[src/rtl/serial_adder_if.sv]
// Operand and result handshake bundle for the bit-serial adder.
// The slave side is the adder; the master side is the producer/consumer.
interface serial_adder_if #(
  parameter int unsigned WIDTH = 16
) ();
  logic             in_valid;
  logic             in_ready;
  logic [WIDTH-1:0] a;
  logic [WIDTH-1:0] b;
  logic             carry_in;
  logic             out_valid;
  logic             out_ready;
  logic [WIDTH-1:0] sum;
  logic             carry_out;

  modport master (
    output in_valid, a, b, carry_in, out_ready,
    input  in_ready, out_valid, sum, carry_out
  );

  modport slave (
    input  in_valid, a, b, carry_in, out_ready,
    output in_ready, out_valid, sum, carry_out
  );
endinterface

[src/rtl/serial_adder.sv]
// Bit-serial adder: one full-adder slice made of two half adders evaluates one bit per
// cycle, LSB first, so a WIDTH-bit add takes WIDTH cycles between the two handshakes.
module serial_adder #(
  parameter int unsigned WIDTH = 16
) (
  input logic           clk,
  input logic           rst_n,
  serial_adder_if.slave bus
);

  localparam int unsigned CntW = $clog2(WIDTH + 1);
  localparam logic [CntW-1:0] CntLast = CntW'(WIDTH - 1);

  typedef enum logic [1:0] {StIdle, StRun, StDone} state_e;

  state_e           state_q, state_d;
  logic [WIDTH-1:0] a_sh_q, a_sh_d;
  logic [WIDTH-1:0] b_sh_q, b_sh_d;
  logic [WIDTH-1:0] res_q, res_d;
  logic             c_q, c_d;
  logic [CntW-1:0]  cnt_q, cnt_d;

  logic s1, c1, s, c2;

  // Full-adder slice: two cascaded half adders, carries merged with an OR.
  always_comb begin
    s1 = a_sh_q[0] ^ b_sh_q[0];
    c1 = a_sh_q[0] & b_sh_q[0];
    s  = s1 ^ c_q;
    c2 = s1 & c_q;
  end

  always_comb begin
    state_d = state_q;
    a_sh_d  = a_sh_q;
    b_sh_d  = b_sh_q;
    res_d   = res_q;
    c_d     = c_q;
    cnt_d   = cnt_q;
    unique case (state_q)
      StIdle: begin
        if (bus.in_valid) begin
          a_sh_d  = bus.a;
          b_sh_d  = bus.b;
          c_d     = bus.carry_in;
          res_d   = '0;
          cnt_d   = '0;
          state_d = StRun;
        end
      end
      StRun: begin
        // Shift expression rather than a slice so WIDTH=1 stays legal.
        res_d  = (res_q >> 1) | (WIDTH'(s) << (WIDTH - 1));
        a_sh_d = a_sh_q >> 1;
        b_sh_d = b_sh_q >> 1;
        c_d    = c1 | c2;
        cnt_d  = cnt_q + CntW'(1);
        if (cnt_q == CntLast) begin
          state_d = StDone;
        end
      end
      StDone: begin
        if (bus.out_ready) begin
          state_d = StIdle;
        end
      end
      default: state_d = StIdle;
    endcase
  end

  always_ff @(posedge clk or negedge rst_n) begin
    if (!rst_n) begin
      state_q <= StIdle;
      a_sh_q  <= '0;
      b_sh_q  <= '0;
      res_q   <= '0;
      c_q     <= 1'b0;
      cnt_q   <= '0;
    end else begin
      state_q <= state_d;
      a_sh_q  <= a_sh_d;
      b_sh_q  <= b_sh_d;
      res_q   <= res_d;
      c_q     <= c_d;
      cnt_q   <= cnt_d;
    end
  end

  assign bus.in_ready  = (state_q == StIdle);
  assign bus.out_valid = (state_q == StDone);
  assign bus.sum       = res_q;
  assign bus.carry_out = c_q;

endmodule

[src/flat_wrapper.sv]
// flat-port wrapper written by rule: the top's interface ports become plain ports
module serial_adder_flat 
#(
  parameter int unsigned WIDTH = 16
)
  (clk, rst_n, bus_in_valid, bus_a, bus_b, bus_carry_in, bus_out_ready, bus_in_ready, bus_out_valid, bus_sum, bus_carry_out);
  serial_adder_if #(.WIDTH(WIDTH)) bus_i ();
  input logic clk;
  input logic rst_n;
  input wire logic [$bits(bus_i.in_valid)-1:0] bus_in_valid;
  input wire logic [$bits(bus_i.a)-1:0] bus_a;
  input wire logic [$bits(bus_i.b)-1:0] bus_b;
  input wire logic [$bits(bus_i.carry_in)-1:0] bus_carry_in;
  input wire logic [$bits(bus_i.out_ready)-1:0] bus_out_ready;
  output wire logic [$bits(bus_i.in_ready)-1:0] bus_in_ready;
  output wire logic [$bits(bus_i.out_valid)-1:0] bus_out_valid;
  output wire logic [$bits(bus_i.sum)-1:0] bus_sum;
  output wire logic [$bits(bus_i.carry_out)-1:0] bus_carry_out;
  assign bus_i.in_valid = bus_in_valid;
  assign bus_i.a = bus_a;
  assign bus_i.b = bus_b;
  assign bus_i.carry_in = bus_carry_in;
  assign bus_i.out_ready = bus_out_ready;
  assign bus_in_ready = bus_i.in_ready;
  assign bus_out_valid = bus_i.out_valid;
  assign bus_sum = bus_i.sum;
  assign bus_carry_out = bus_i.carry_out;
  serial_adder #(.WIDTH(WIDTH)) u_core (.clk(clk), .rst_n(rst_n), .bus(bus_i));
endmodule
[config.mk]
export PLATFORM = sky130hd
export DESIGN_NAME = serial_adder_flat
export DESIGN_NICKNAME = d
export VERILOG_FILES = /design/src/rtl/serial_adder_if.sv /design/src/rtl/serial_adder.sv /design/src/flat_wrapper.sv
export SDC_FILE = /design/constraint.sdc
export NUM_CORES = 1
export LEC_CHECK = 0
export BUFFER_PORTS_ARGS = -buffer_cell sky130_fd_sc_hd__buf_2
export CAP_MARGIN = 20
export CORE_AREA = 2 2 95 97
export DETAILED_ROUTE_END_ITERATION = 8
export DIE_AREA = 0 0 97 99
export GPL_ROUTABILITY_DRIVEN = 0
export MAX_ROUTING_LAYER = met4
export PLACE_DENSITY = 0.54
export SLEW_MARGIN = 0
export SYNTH_ARGS = -nofsm -noshare
export SYNTH_HDL_FRONTEND = slang
export SYNTH_SLANG_ARGS = --single-unit
[constraint.sdc]
create_clock -name clk -period 2.3 [get_ports clk]
set_clock_uncertainty 0.15 [all_clocks]
set_input_delay 0.46 -clock clk [delete_from_list [all_inputs] [get_ports clk]]
set_output_delay 0.46 -clock clk [all_outputs]
set_load 0.02 [all_outputs]
==> results_dict.tcl <==
set metrics [dict create \
    status "finished clean" \
    tightest_slew_ns 0.495 \
    power.leakage_nw 1.42 \
    path_delay_family "flip-flops" \
    core_um2 8550 \
    cts_made_buffers 5 \
    finalNonFillerCells 398 \
    drtAntennaViolNets 0 \
    hp-start "bus_b[15]" \
    path_buf_inv 2 \
    hpwl_mm 4.03 \
    start_kind "flop" \
    die_w_um 97 \
    critPathKind "reg2out" \
    ioPinCount 56 \
    synth-seq-area-share 0.556 \
    routed_wl_mm 5.95 \
    r2r-start "u_core.state_q[0]$_DFFE_PN0P_" \
    period_minus_slack_ns 1.91 \
    die_y_um 99 \
    setup_viol 0 \
    vias_per_cell 4.92 \
    portBuffers 55 \
    combPwrFrac 0.397 \
    final_net_count 329 \
    cts.reportedPaths.clkPinSlew_ns 0.10 \
    seq_power_share 0.433 \
    cp_cell_sequence "buf_4 -> nor2_1 -> buf_2" \
    grt_pass1_vias 1940 \
    final_common_cell "dfrtp_1" \
    power_density_nw_per_um2 1240 \
    ir_drop_uv 445 \
    fin_tns_setup_ns 0 \
    worstPathRequired_ns 1.69 \
    end_kind "primary output" \
    hold_path.class "in2reg" \
    synthCells 235 \
    track_usage 0.129 \
    design_area_um2 3020 \
    hold_viol 0 \
    synthesis.nets 275 \
    grt_pass1_wl_mm 9.89 \
    sw_frac_of_total 0.385 \
    p_int_mw 2.31 \
    cts_resized 0 \
    ys_seq_elements 56 \
    synth-edff-count 0 \
    async_reset_ff_frac 1.00 \
    place_area_um2 2900 \
    cts.sinks 56 \
    cpMaxStageDelayCell "dfrtp_1" \
    fillCellCount 878 \
    post_cts_buffers 0 \
    seq_area_um2 1400 \
    clockBufferDepth 2 \
    antenna_found_initial 0 \
    die-area_um2 9600 \
    syn-cell-area_um2 2520 \
    final_cell_mix "56 x dfrtp_1, 55 x buf_2, 32 x o21ai_0" \
    antenna_cells 0 \
    max_stage_delay_ns 0.48 \
    finalHoldWorstSlack_ns 0.255 \
    post-route-period-util 0.831 \
    multi_input_area_um2 963 \
    cts_tree "yes" \
    rsz0062_at_grt "no" \
    startpoint "u_core.state_q[1]$_DFFE_PN0P_" \
    wl_per_cell_um 15.0 \
    cts_hold_buffers 1 \
    drc 0 \
    clock.fmax_mhz 523 \
    final_layout_size_suffix_gt1_frac 0.266 \
    vias 1960 \
    cp_max_fo 14 \
    synth-warning-count 0 \
    switching_power_mw 1.44 \
    h-tree-depth 2 \
    relSlewSlack 0.670 \
    ys.flop_type "dfrtp_1" \
    grt_overflow 0 \
    area_growth_pct 19.9 \
    ys_types 28 \
    slew_viol_final 0 \
    grt_max_degree 38 \
    num_rows 34 \
    clock-root-buffer "clkbuf_8" \
    crit_arrival_ns 1.30 \
    max-cap-violations 0 \
    drtIter0Drc 86 \
    pwr-share-clk 0.171 \
    firstDrtPassIters 4 \
    synth_area_per_cell_um2 10.7 \
    dp.cells 389 \
    clk_latency_ns 0.30 \
    start_util 0.295 \
]
[metal layers]
layer | wire length (um) | vias to the layer above | share of wire | track usage
li1 | - | 954 | - | -
met1 | 2940 | 962 | 0.49 | 0.185
met2 | 2770 | 39 | 0.47 | 0.192
met3 | 192 | 5 | 0.032 | 0.0199
met4 | 45 | 0 | 0.0076 | 0.0325
met5 | 0 | - | 0 | -
[power by group through the flow]
| stage | logic (mW) | clock network (mW) | registers, mW |
|---|---|---|---|
| 3_3_place_gp | 1.48 | 0 | 1.63 |
| 2_1_floorplan | 1.00 | 0 | 1.70 |
| 3_5_place_dp | 1.50 | 0 | 1.64 |
| 5_1_grt | 1.67 | 0.711 | 1.68 |
| 4_1_cts | 1.52 | 0.663 | 1.63 |
| 6_report | 1.49 | 0.640 | 1.62 |
[metrics by stage]
step / power (mW) / util / worst slack [ns]
floorplan: 2.70 / - / 0.638
global placement: 3.12 / 0.340 / 0.776
detailed placement: 3.15 / 0.340 / 0.727
CTS: 3.80 / 0.353 / 0.376
global route: 4.06 / 0.353 / 0.311
finish: 3.75 / 0.353 / 0.389
[sequential cells by signal (all words and copies together) (netlist names)]
| name | flops |
|---|---|
| u_core.bus.sum | 16 |
| u_core.b_sh_q | 16 |
| u_core.state_q | 2 |
| u_core.cnt_q | 5 |
| u_core.bus.carry_out | 1 |
| u_core.a_sh_q | 16 |
[final timing paths]
kind | to | slack [ns] | cells past startpoint
max | bus_in_ready | 0.39 | 3
min | u_core.b_sh_q[15]$_DFFE_PN0P_ | 0.26 | 2
max reg2reg | u_core.cnt_q[3]$_DFFE_PN0P_ | 0.71 | 4
min reg2reg | u_core.b_sh_q[4]$_DFFE_PN0P_ | 0.35 | 2
max in group asynchronous | u_core.a_sh_q[14]$_DFFE_PN0P_ | 0.94 | 3
min in group asynchronous | u_core.bus.sum[0]$_DFFE_PN0P_ | 0.50 | 2
[cells by family (layout without fill, tap and decap cells)]
kind of cell / count (synthesis) / in the layout / synth area share
adder cells (fa/ha/maj): 3 / 3 / 0.0179
AND/OR/NAND/NOR: 43 / 43 / 0.0869
AO/OA/AOI/OAI: 105 / 105 / 0.275
flip-flops: 56 / 56 / 0.556
buffers and inverters: 28 / 83 / 0.0641
[cell usage after synthesis (all sizes together), types with 2 or more instances]
master / instances / area (um^2)
dfrtp: 56 / 1400
o21ai: 36 / 180
a22oi: 30 / 225
nand2: 22 / 82.6
a22o: 17 / 149
buf: 15 / 113
a21oi: 13 / 65.1
nor2b: 12 / 77.6
inv: 7 / 26.3
clkbuf: 6 / 22.5
a2bb2oi: 4 / 35.0
and2b: 4 / 30.0
ha: 2 / 25.0
[area by class of cell]
| cell class | instances | area share |
|---|---|---|
| Clock buffer | 6 | 0.0240 |
| Sequential cell | 56 | 0.464 |
| Multi-Input combinational cell | 151 | 0.319 |
| Timing Repair Buffer | 68 | 0.128 |
| Clock inverter | 2 | 0.0116 |
| Inverter | 7 | 0.00870 |
| Tap cell | 108 | 0.0447 |
[worst register-to-register path: stages (launching register included)]
cell	delay (ns)
dfrtp_1	0.60
nor2b_2	0.23
buf_4	0.24
a41oi_1	0.14
a31oi_1	0.15
Power figures use the tool's default switching activity.
